[src/rtl/fifo_pkg.sv]
// Shared constants and word type for the synchronous FIFO and its stream reader.
package fifo_pkg;

  localparam int FIFO_BUF_DEPTH_MIN = 2;
  localparam int FIFO_BUF_DEPTH_MAX = 8;
  localparam int FIFO_DATA_WIDTH    = 8;

  typedef logic [FIFO_DATA_WIDTH-1:0] fifo_word_t;

endpackage

[src/rtl/fifo_stream_reader.sv]
// Read-side master for the synchronous FIFO: absorbs its one-cycle read latency
// through a small circular prefetch buffer and presents the words as a valid/ready stream.
module fifo_stream_reader
  import fifo_pkg::*;
#(
  parameter int DATA_WIDTH = 8,
  parameter int BUF_DEPTH  = 3
) (
  input  logic                  clk,
  input  logic                  rst_n,
  input  logic                  fifo_empty,
  input  logic [DATA_WIDTH-1:0] fifo_data,
  output logic                  fifo_r_en,
  input  logic                  flush,
  output logic                  m_valid,
  output logic [DATA_WIDTH-1:0] m_data,
  input  logic                  m_ready,
  output logic                  busy
);

  localparam int OCC_W  = $clog2(BUF_DEPTH + 1);
  localparam int OCC_W1 = OCC_W + 1;
  localparam int IDX_W  = $clog2(BUF_DEPTH);

  localparam logic [OCC_W1-1:0] DEPTH_CREDIT = OCC_W1'(BUF_DEPTH);
  localparam logic [OCC_W-1:0]  DEPTH_OCC    = OCC_W'(BUF_DEPTH);
  localparam logic [IDX_W-1:0]  LAST_IDX     = IDX_W'(BUF_DEPTH - 1);

  logic [OCC_W-1:0]      occ_q, occ_d;
  logic [IDX_W-1:0]      wr_idx_q, wr_idx_d;
  logic [IDX_W-1:0]      rd_idx_q, rd_idx_d;
  logic                  inflight_q, inflight_d;
  logic [DATA_WIDTH-1:0] buf_mem_q [BUF_DEPTH];

  logic              capture;
  logic              pop;
  logic [OCC_W1-1:0] credit;

  // A read is only issued when buffered plus in-flight words leave room, so m_ready never reaches fifo_r_en.
  always_comb begin
    credit    = {1'b0, occ_q} + {{OCC_W{1'b0}}, inflight_q};
    fifo_r_en = rst_n && !flush && !fifo_empty && (credit < DEPTH_CREDIT);
    capture   = inflight_q && !flush;
    m_valid   = (occ_q != '0);
    m_data    = m_valid ? buf_mem_q[rd_idx_q] : '0;
    pop       = m_valid && m_ready;
    busy      = m_valid || inflight_q;
  end

  always_comb begin
    occ_d      = occ_q;
    wr_idx_d   = wr_idx_q;
    rd_idx_d   = rd_idx_q;
    inflight_d = fifo_r_en;
    if (flush) begin
      occ_d      = '0;
      wr_idx_d   = '0;
      rd_idx_d   = '0;
      inflight_d = 1'b0;
    end else begin
      if (capture) wr_idx_d = (wr_idx_q == LAST_IDX) ? '0 : wr_idx_q + IDX_W'(1);
      if (pop)     rd_idx_d = (rd_idx_q == LAST_IDX) ? '0 : rd_idx_q + IDX_W'(1);
      case ({capture, pop})
        2'b10:   occ_d = occ_q + OCC_W'(1);
        2'b01:   occ_d = occ_q - OCC_W'(1);
        default: occ_d = occ_q;
      endcase
    end
  end

  always_ff @(posedge clk or negedge rst_n) begin
    if (!rst_n) begin
      occ_q      <= '0;
      wr_idx_q   <= '0;
      rd_idx_q   <= '0;
      inflight_q <= 1'b0;
    end else begin
      occ_q      <= occ_d;
      wr_idx_q   <= wr_idx_d;
      rd_idx_q   <= rd_idx_d;
      inflight_q <= inflight_d;
    end
  end

  // Data storage carries no reset; m_valid masks whatever it holds.
  always_ff @(posedge clk) begin
    if (capture) buf_mem_q[wr_idx_q] <= fifo_data;
  end

  a_depth_legal: assert property (@(posedge clk)
    (BUF_DEPTH >= FIFO_BUF_DEPTH_MIN) && (BUF_DEPTH <= FIFO_BUF_DEPTH_MAX));

  a_occ_bound: assert property (@(posedge clk) disable iff (!rst_n)
    occ_q <= DEPTH_OCC);

  a_no_overflow: assert property (@(posedge clk) disable iff (!rst_n)
    !(capture && (occ_q == DEPTH_OCC) && !pop));

  a_stream_stable: assert property (@(posedge clk) disable iff (!rst_n)
    (m_valid && !m_ready && !flush) |=> (m_valid && $stable(m_data)));

endmodule

[config.mk]
export PLATFORM = sky130hd
export DESIGN_NAME = fifo_stream_reader
export DESIGN_NICKNAME = d
export VERILOG_FILES = /design/src/rtl/fifo_pkg.sv /design/src/rtl/fifo_stream_reader.sv
export SDC_FILE = /design/constraint.sdc
export NUM_CORES = 1
export LEC_CHECK = 0
export ABC_AREA = 1
export CORE_MARGIN = 4
export CORE_UTILIZATION = 51
export DETAILED_ROUTE_END_ITERATION = 8
export HOLD_SLACK_MARGIN = 0.12
export PLACE_DENSITY_LB_ADDON = 0.2
export SYNTH_ARGS = -nofsm -noshare
export SYNTH_HDL_FRONTEND = slang
export SYNTH_SLANG_ARGS = --single-unit
export TNS_END_PERCENT = 10
[constraint.sdc]
create_clock -name clk -period 2 [get_ports clk]
set_input_delay 0.4 -clock clk [delete_from_list [all_inputs] [get_ports clk]]
set_output_delay 0.4 -clock clk [all_outputs]
set_load 0.1 [all_outputs]
## Word-level counts from Yosys, hierarchy flattened

Memory sizes are Yosys's and may differ from the RTL's.
Index checks and enable logic that the tools add are counted.

| word-level totals | value |
|---|---|
| bits of input ports | 13 |
| output and inout bits | 11 |
| bits in writable memories | 24 |
| bits in latches | 0 |
| flip-flop bits (word level) | 7 |
| memories | 1 |
| ROM bits | 0 |

| cells by class | value |
|---|---|
| multiplexer cells | 12 |
| bitwise logic cells | 0 |
| $add $sub $neg | 5 |
| div/mod/pow operators | 0 |
| equal/unequal tests | 4 |
| order comparisons | 1 |
| reduce and logical (&&, ||, !) cells | 12 |
| multiply operators | 0 |
| shift operators | 0 |

Memories:

| name | depth | bits a word | read ports | clocked after memory_dff | write ports | RTL line | RTL |
|---|---|---|---|---|---|---|---|
| buf_mem_q | 3 | 8 | 1 | 0 | 1 | fifo_stream_reader.sv:33 | `logic [DATA_WIDTH-1:0] buf_mem_q [BUF_DEPTH];` |

Operators by type and width:

| kind | number |
|---|---|
| $mux W2 | 7 |
| $mux W8 | 1 |
| $add A2 B1 Y2 const B | 3 |
| $eq A2 B2 Y1 const B | 3 |
| $reduce_bool A2 Y1 | 3 |
| $logic_and A1 B1 Y1 | 5 |
| $pmux W2 S2 | 1 |
| $add A2 B1 Y3 | 1 |
| $lt A3 B2 Y1 const B | 1 |
| $mux W1 | 3 |
| $reduce_bool A3 Y1 | 1 |
| $eq A2 B1 Y1 const B | 1 |
| $logic_not A1 Y1 | 2 |
| $sub A2 B1 Y2 const B | 1 |
| $logic_or A1 B1 Y1 | 1 |

## Longest topological paths before layout

Gate-level depths: netlist (run 1).

| depth | value |
|---|---|
| depth after elaboration | 5 |
| mapped depth | 7 |
| mapped depth without buffers | 7 |

## Worst setup path before layout (run 1)

OpenSTA, ideal clock, no wires.

| path | value |
|---|---|
| kind | reg-to-output |
| from | register occ_q[0] |
| to | output fifo_r_en |
| required time | 1.600 ns |
| cell stages (with the launch flop) | 6 |
| arrival time | 2.407 ns |
| path slack | -0.807 ns |
| path through | dfrtp_1 -> ha_1 -> ha_1 -> nor2_1 -> nand3_1 -> a21oi_1 |

| between the ends | value |
|---|---|
| cells in the longest elaborated chain, start to end | 3 |

Ends and longest elaborated chain:

| item | RTL line | RTL |
|---|---|---|
| from (decl) | fifo_stream_reader.sv:29 | `logic [OCC_W-1:0] occ_q, occ_d;` |
| from (signal assigned) | fifo_stream_reader.sv:73 | `occ_q <= '0;` |
| from (signal assigned) | fifo_stream_reader.sv:78 | `occ_q <= occ_d;` |
| $add A2 B1 Y3 | fifo_stream_reader.sv:41 | `credit = {1'b0, occ_q} + {{OCC_W{1'b0}}, inflight_q};` |
| $lt A3 B2 Y1 | fifo_stream_reader.sv:42 | `fifo_r_en = rst_n && !flush && !fifo_empty && (credit < DEPTH_CREDIT);` |
| $logic_and A1 B1 Y1 | fifo_stream_reader.sv:42 |  |
| to (decl) | fifo_stream_reader.sv:13 | `output logic fifo_r_en,` |

No other way between the ends.

## Worst setup path in the final report (run 1)

Same ends and word-level chain as after synthesis.

==> impl_metrics.json, run 1 <==
{
  "worstPathMaxFanout": 2,
  "fin_crit_ns": 2.01,
  "clock_transition_time_at_the_flip_flop_clock_pins_of_the_worst_setup_and_hold_paths_ns": 0.09,
  "finalCoreUtilization": 0.776,
  "syn_area_per_cell_um2": 10.4,
  "critPathArrivalTime_ns": 1.61,
  "drive_above_1_share": 0.320,
  "synth_cell_types": 19,
  "ys_top_cells_by_area": "sky130_fd_sc_hd__edfxtp_1 52%, sky130_fd_sc_hd__dfrtp_1 13%, sky130_fd_sc_hd__nand2_1 13%, sky130_fd_sc_hd__nand3_1 4.7%, sky130_fd_sc_hd__inv_1 3.8%",
  "inserted_clock_buffers": 5,
  "global_route.usage.total": 0.194,
  "vias": 1052,
  "io-pin-count": 24,
  "cts.sinks": 31,
  "static-leakage-power_nw": 0.843,
  "grt_pass1_wl_um": 4790,
  "drt-initial-drc-count": 54,
  "synth-adder-area-share": 0.0182,
  "coreArea_um2": 2520,
  "die_h_um": 60.0,
  "remaining_overflow_grt": 0,
  "clk-insertion-delay-late_ns": 0.33,
  "timing.final.ws_setup_ns": -0.0133,
  "portBuffers": 23,
  "fin_nets": 189,
  "clk_root_buffer_cell": "sky130_fd_sc_hd__clkbuf_4",
  "post_drt_via_cell_ratio": 5.13,
  "count_of_state_elements_after_synthesis": 31,
  "place.detailed.hpwl_um": 2010,
  "final-setup-viol-count": 1,
  "post_cts_hold_buffer_count": 0,
  "leading_cell_type_in_the_layout_fill_and_taps_excluded": "sky130_fd_sc_hd__nand2_1",
  "timing.max_cap.violations": 0,
  "rows": 18,
  "netlist_instances": 132,
  "antenna_left": 0,
  "htree_num_levels": 2,
  "timing.final.max_slew_violations": 0,
  "finalHoldViolCount": 0,
  "design_power_total_mw": 1.91,
  "yosys.area.top_type": "sky130_fd_sc_hd__edfxtp_1",
  "final_weighted_congestion_of_routability_driven_global_placement": 0.849,
  "worstReg2RegEnd": "buf_mem_q[1][6]",
  "result_of_the_run": "complete, but fails checks",
  "regToRegSetupSlack_ns": 0.68,
  "cts_tree": "yes",
  "layout_common_cells": "46 x sky130_fd_sc_hd__nand2_1, 24 x sky130_fd_sc_hd__edfxtp_1",
  "startpoint_type": "flip-flop",
  "die_w_um": 60.0,
  "final.setup_skew_ns": 0.00789,
  "hp-class": "input pin to async pin",
  "synth_top_family_by_area": "simple AND/OR/NAND/NOR gates",
  "failed_checks": "setup timing",
  "setup_total_negative_slack_ns": -0.0133,
  "initial_core_utilization": 0.546,
  "remaining_drc_errors": 0,
  "ff2ff_path_depth": 4,
  "yosys_warnings": 0,
  "synthDominantCellAreaShare": 0.524,
  "first_global_vias": 1002,
  "min_period_over_period": 1.01,
  "synth_seq_area_share": 0.651,
  "post_synth_net_total": 147,
  "fmaxAchievable_mhz": 497,
  "pin_count_of_the_biggest_net_entering_global_routing": 12,
  "worst_setup_path_end_kind": "primary output",
  "drtPass1Iterations": 4,
  "xor_xnor_portion_of_the_synthesized_cell_area": 0,
  "worstSetupPathType": "flip-flop to primary output",
  "routed_wire_length_per_instance_um": 15.3,
  "syn-cell-area_um2": 1380,
  "area_growth_syn_to_layout_pct": 42.2,
  "irDropWorstVdd_v": 0.000746,
  "unrepaired_setup_endpoints_after_global_routing": "true",
  "layout.filler_cells": 168,
  "worstMarginPinSlew_ns": 0.277,
  "antenna_found_initial": 0,
  "route.final.wire_length_um": 3130,
  "critical_path_required_ns": 1.60,
  "synth-simple-area-share": 0.243,
  "worst_slew_margin_rel": 0.815,
  "die_area_um2": 3590,
  "p_per_area_nw_per_um2": 977,
  "insertedDiodeCount": 0,
  "synthMuxAreaShare": 0,
  "whs_ns": 0.456,
  "critical_path.reg2reg.startpoint": "inflight_q",
  "clock_tree.buffer_depth": 2,
  "synth_compound_area_frac": 0.0255
}
registers in the layout, summed over array words and instances (netlist names):
name	cells
buf_mem_q	24
inflight_q	1
occ_q	2
rd_idx_q	2
wr_idx_q	2
power breakdown:
group	internal (mW)	switching [mW]	total, mW
Combinational	0.294	0.548	0.842
Clock	0.137	0.198	0.334
Sequential	0.713	0.0216	0.735
Total	1.14	0.767	1.91
repair_timing:
item                       4_1_cts  5_1_grt
buffers inserted                 5        1
cloned                           0        1
setup endpoints to repair        9        9
gates resized for setup         20        1
pin swaps                        5        3
layer usage:
layer / vias to the layer above / track usage / part of all wire
met2: 42 / 0.340 / 0.51
met4: 0 / 0.0665 / 0.015
li1: 521 / - / -
met3: 6 / 0.0605 / 0.063
met5: - / 0 / 0
met1: 483 / 0.221 / 0.41
through the flow:
stage	area, µm²	setup WS, ns	cells
floorplan	1390	0.0680	132
global placement	1800	0.152	190
detailed placement	1800	0.135	190
CTS	1940	-0.0501	203
global route	1960	-0.0647	205
finish	1960	-0.0133	205
synthesized netlist by cell type:
cell type,number
sky130_fd_sc_hd__inv_1,14
sky130_fd_sc_hd__nand2_2,1
sky130_fd_sc_hd__nand4_1,2
sky130_fd_sc_hd__buf_6,1
sky130_fd_sc_hd__nor2_1,5
sky130_fd_sc_hd__ha_1,2
sky130_fd_sc_hd__a21oi_1,3
sky130_fd_sc_hd__inv_2,4
sky130_fd_sc_hd__o31ai_1,1
sky130_fd_sc_hd__nand3_2,2
sky130_fd_sc_hd__nor3_1,1
sky130_fd_sc_hd__nand2_1,46
sky130_fd_sc_hd__nand2_4,1
sky130_fd_sc_hd__nand3_1,13
sky130_fd_sc_hd__nor2_4,2
sky130_fd_sc_hd__buf_4,1
sky130_fd_sc_hd__edfxtp_1,24
sky130_fd_sc_hd__o22ai_1,2
sky130_fd_sc_hd__dfrtp_1,7
layout make-up:
type | count | area [µm²] | area share
clock inverters | 1 | 5.00 | 0.00256
inverters | 18 | 67.6 | 0.0345
clock buffers | 7 | 45.0 | 0.0230
multi-input cells | 82 | 462 | 0.236
flip-flops and latches | 31 | 898 | 0.459
repair buffers | 36 | 442 | 0.226
well taps | 30 | 37.5 | 0.0192
worst max-delay path: stages (launching register included):
cell and delay (ns):
sky130_fd_sc_hd__dfrtp_2 0.44, sky130_fd_sc_hd__ha_4 0.17, sky130_fd_sc_hd__ha_4 0.15, sky130_fd_sc_hd__nor2_4 0.10
sky130_fd_sc_hd__nand3_4 0.09, sky130_fd_sc_hd__a21oi_4 0.14, sky130_fd_sc_hd__buf_12 0.18
cell families after synthesis:
| logic type | after synthesis |
|---|---|
| AND/OR/NAND/NOR | 73 |
| flip-flops | 31 |
| buffers and inverters | 20 |
| AO/OA/AOI/OAI | 6 |
| adder cells (fa/ha/maj) | 2 |
worst max-delay path by stage:
stage                         from              end  slack, ns  cells past startpoint
after detailed placement     flush  buf_mem_q[0][2]       0.13                      6
after CTS                 occ_q[0]        fifo_r_en      -0.05                      6
after floorplan           occ_q[0]        fifo_r_en       0.07                      5
after global placement       flush        fifo_r_en       0.15                      5
after global routing      occ_q[0]        fifo_r_en      -0.06                      6
final                     occ_q[0]        fifo_r_en      -0.01                      6
(Power assumes the default switching activity.)
==> run 2, diff against run 1 <==
--- a/config.mk
+++ b/config.mk
@@ -11,6 +11,7 @@
 export DETAILED_ROUTE_END_ITERATION = 8
 export HOLD_SLACK_MARGIN = 0.12
 export PLACE_DENSITY_LB_ADDON = 0.2
+export REMOVE_ABC_BUFFERS = 1
 export SYNTH_ARGS = -nofsm -noshare
 export SYNTH_HDL_FRONTEND = slang
 export SYNTH_SLANG_ARGS = --single-unit
==> run 2 against run 1 <==
- the run still ends with setup timing left
- count of clock-buffer cells in the layout shrank 1
- power increased by 7.1%
- utilization decreased by 0.69 points
- fmax about the same
- die area unchanged
- non-clock buffer count unchanged
- flip-flop and latch count unchanged
- register-to-register slack lost 0.06 ns
- clock skew shrank 0.0015 ns
- critical path depth is the same
==> impl_metrics.json, run 2 (same netlist as run 1, synthesis figures left out) <==
{
  "result_of_the_run": "complete, but fails checks",
  "failed_checks": "setup timing",
  "route.final.wire_length_um": 2920,
  "worstMarginPinSlew_ns": 0.271,
  "grt_pass1_wl_um": 4710,
  "die_h_um": 60.0,
  "fin_crit_ns": 2.02,
  "startpoint_type": "flip-flop",
  "area_taken_by_multi_input_logic_gates_um2": 413,
  "dp.cells": 190,
  "critPathArrivalTime_ns": 1.62,
  "unrepaired_setup_endpoints_after_global_routing": "true",
  "critical_path_required_ns": 1.60,
  "worst_slew_margin_rel": 0.819,
  "remaining_overflow_grt": 0,
  "final-instance-count-excl-fill": 204,
  "die_area_um2": 3590,
  "fmaxAchievable_mhz": 496,
  "clk_root_buffer_cell": "sky130_fd_sc_hd__clkbuf_4",
  "worstPathMaxFanout": 2,
  "area_growth_syn_to_layout_pct": 40.9,
  "htree_num_levels": 2,
  "leading_cell_type_in_the_layout_fill_and_taps_excluded": "sky130_fd_sc_hd__nand2_1",
  "portBuffers": 23,
  "inserted_clock_buffers": 5,
  "rows": 18,
  "layout.filler_cells": 175,
  "clock_transition_time_at_the_flip_flop_clock_pins_of_the_worst_setup_and_hold_paths_ns": 0.09,
  "fin_nets": 188,
  "antenna_found_initial": 0,
  "die_w_um": 60.0,
  "timing.final.ws_setup_ns": -0.0153,
  "cts.sinks": 31,
  "drive_above_1_share": 0.316,
  "cp_cell_instances": "ha_2, ha_2, nor2_1, nand3_1, a21oi_2, buf_12",
  "timing.max_cap.violations": 0,
  "critical_path.max_stage_delay_ns": 0.41,
  "layout_common_cells": "46 x sky130_fd_sc_hd__nand2_1, 24 x sky130_fd_sc_hd__edfxtp_1, 13 x sky130_fd_sc_hd__buf_4",
  "sequential_cell_area_um2": 897,
  "dp_slack_ns": 0.111,
  "worstSetupPathType": "flip-flop to primary output",
  "coreArea_um2": 2520,
  "cts_tree": "yes",
  "drt-initial-drc-count": 60,
  "largest_register": "buf_mem_q",
  "remaining_drc_errors": 0,
  "critical_path.reg2reg.startpoint": "occ_q[0]",
  "hp-class": "input pin to async pin",
  "finalHoldViolCount": 0,
  "antenna_left": 0,
  "timing.critical_path.from": "occ_q[0]",
  "largest_register_ffs": 24,
  "finalCoreUtilization": 0.769,
  "insertedDiodeCount": 0,
  "p_per_area_nw_per_um2": 1060,
  "post_cts_hold_buffer_count": 0,
  "dpl_cell_area_um2": 1790,
  "vias": 1035,
  "clock_tree.buffer_depth": 2,
  "final_weighted_congestion_of_routability_driven_global_placement": 0.806,
  "static-leakage-power_nw": 0.860,
  "whs_ns": 0.413,
  "timing.final.max_slew_violations": 0,
  "global_route.usage.total": 0.188,
  "pin_count_of_the_biggest_net_entering_global_routing": 12,
  "drtPass1Iterations": 4,
  "irDropWorstVdd_v": 0.000922,
  "final.setup_skew_ns": 0.00642,
  "critical_path.most_common_cell": "sky130_fd_sc_hd__ha_2",
  "worst_setup_path_end_kind": "primary output",
  "min_period_over_period": 1.01,
  "io-pin-count": 24,
  "routed_wire_length_per_instance_um": 14.3,
  "cp_slowest_cell": "sky130_fd_sc_hd__dfrtp_1",
  "final-setup-viol-count": 1,
  "clk-insertion-delay-late_ns": 0.32,
  "initial_core_utilization": 0.546,
  "finalInstanceArea_um2": 1940,
  "place.detailed.hpwl_um": 2080,
  "first_global_vias": 1071,
  "post_drt_via_cell_ratio": 5.07
}
==> run 2: metal layers <==
| layer | track usage | vias to the layer above | part of all wire |
|---|---|---|---|
| li1 | - | 522 | - |
| met1 | 0.205 | 472 | 0.41 |
| met2 | 0.327 | 35 | 0.50 |
| met3 | 0.0605 | 6 | 0.070 |
| met4 | 0.0854 | 0 | 0.022 |
| met5 | 0 | - | 0 |
==> run 2: final timing paths <==
kind | to | cells past startpoint | slack [ns]
setup / recovery | fifo_r_en | 6 | -0.02
setup reg to reg | occ_q[0] | 9 | 0.62
hold reg to reg | wr_idx_q[1] | 3 | 0.58
max in group asynchronous | rd_idx_q[1] | 2 | 1.45
min in group clk | wr_idx_q[1] | 3 | 0.58
hold / removal | occ_q[1] | 2 | 0.41
==> run 2: critical path: cells and delay by family (launching register included) <==
| family | cells | cell delay [ns] |
|---|---|---|
| flip-flops | 1 | 0.41 |
| adder cells (fa/ha/maj) | 2 | 0.33 |
| buffers and inverters | 1 | 0.19 |
| AO/OA/AOI/OAI | 1 | 0.18 |
| AND/OR/NAND/NOR | 2 | 0.19 |
==> run 2: layout make-up <==
cell class | count | area share
inverter | 18 | 0.0348
clock inverter | 2 | 0.0181
tap | 30 | 0.0194
clock buffer | 6 | 0.0265
multi-input combinational | 81 | 0.213
timing repair buffer | 36 | 0.226
sequential | 31 | 0.463
==> run 2: where the power goes <==
| part | internal [mW] | switching, mW |
|---|---|---|
| combinational | 0.286 | 0.539 |
| clock | 0.295 | 0.198 |
| sequential | 0.712 | 0.0169 |
| total | 1.29 | 0.754 |
==> run 2: per-stage QoR <==
step / power, mW / setup TNS (ns)
6_report: 2.05 / -0.0153
5_1_grt: 2.14 / -0.226
4_1_cts: 2.03 / -0.0172
3_5_place_dp: 1.52 / 0
3_3_place_gp: 1.50 / 0
2_1_floorplan: 1.22 / -1.03
==> run 2: what timing repair did <==
item                                    in CTS  in global routing
pin swaps                                    1                  5
endpoints found under the setup margin       1                  9
cloned                                       0                  0
setup buffers                                2                  4
gates resized for setup                      4                 12
hold endpoints to repair                     0                  0
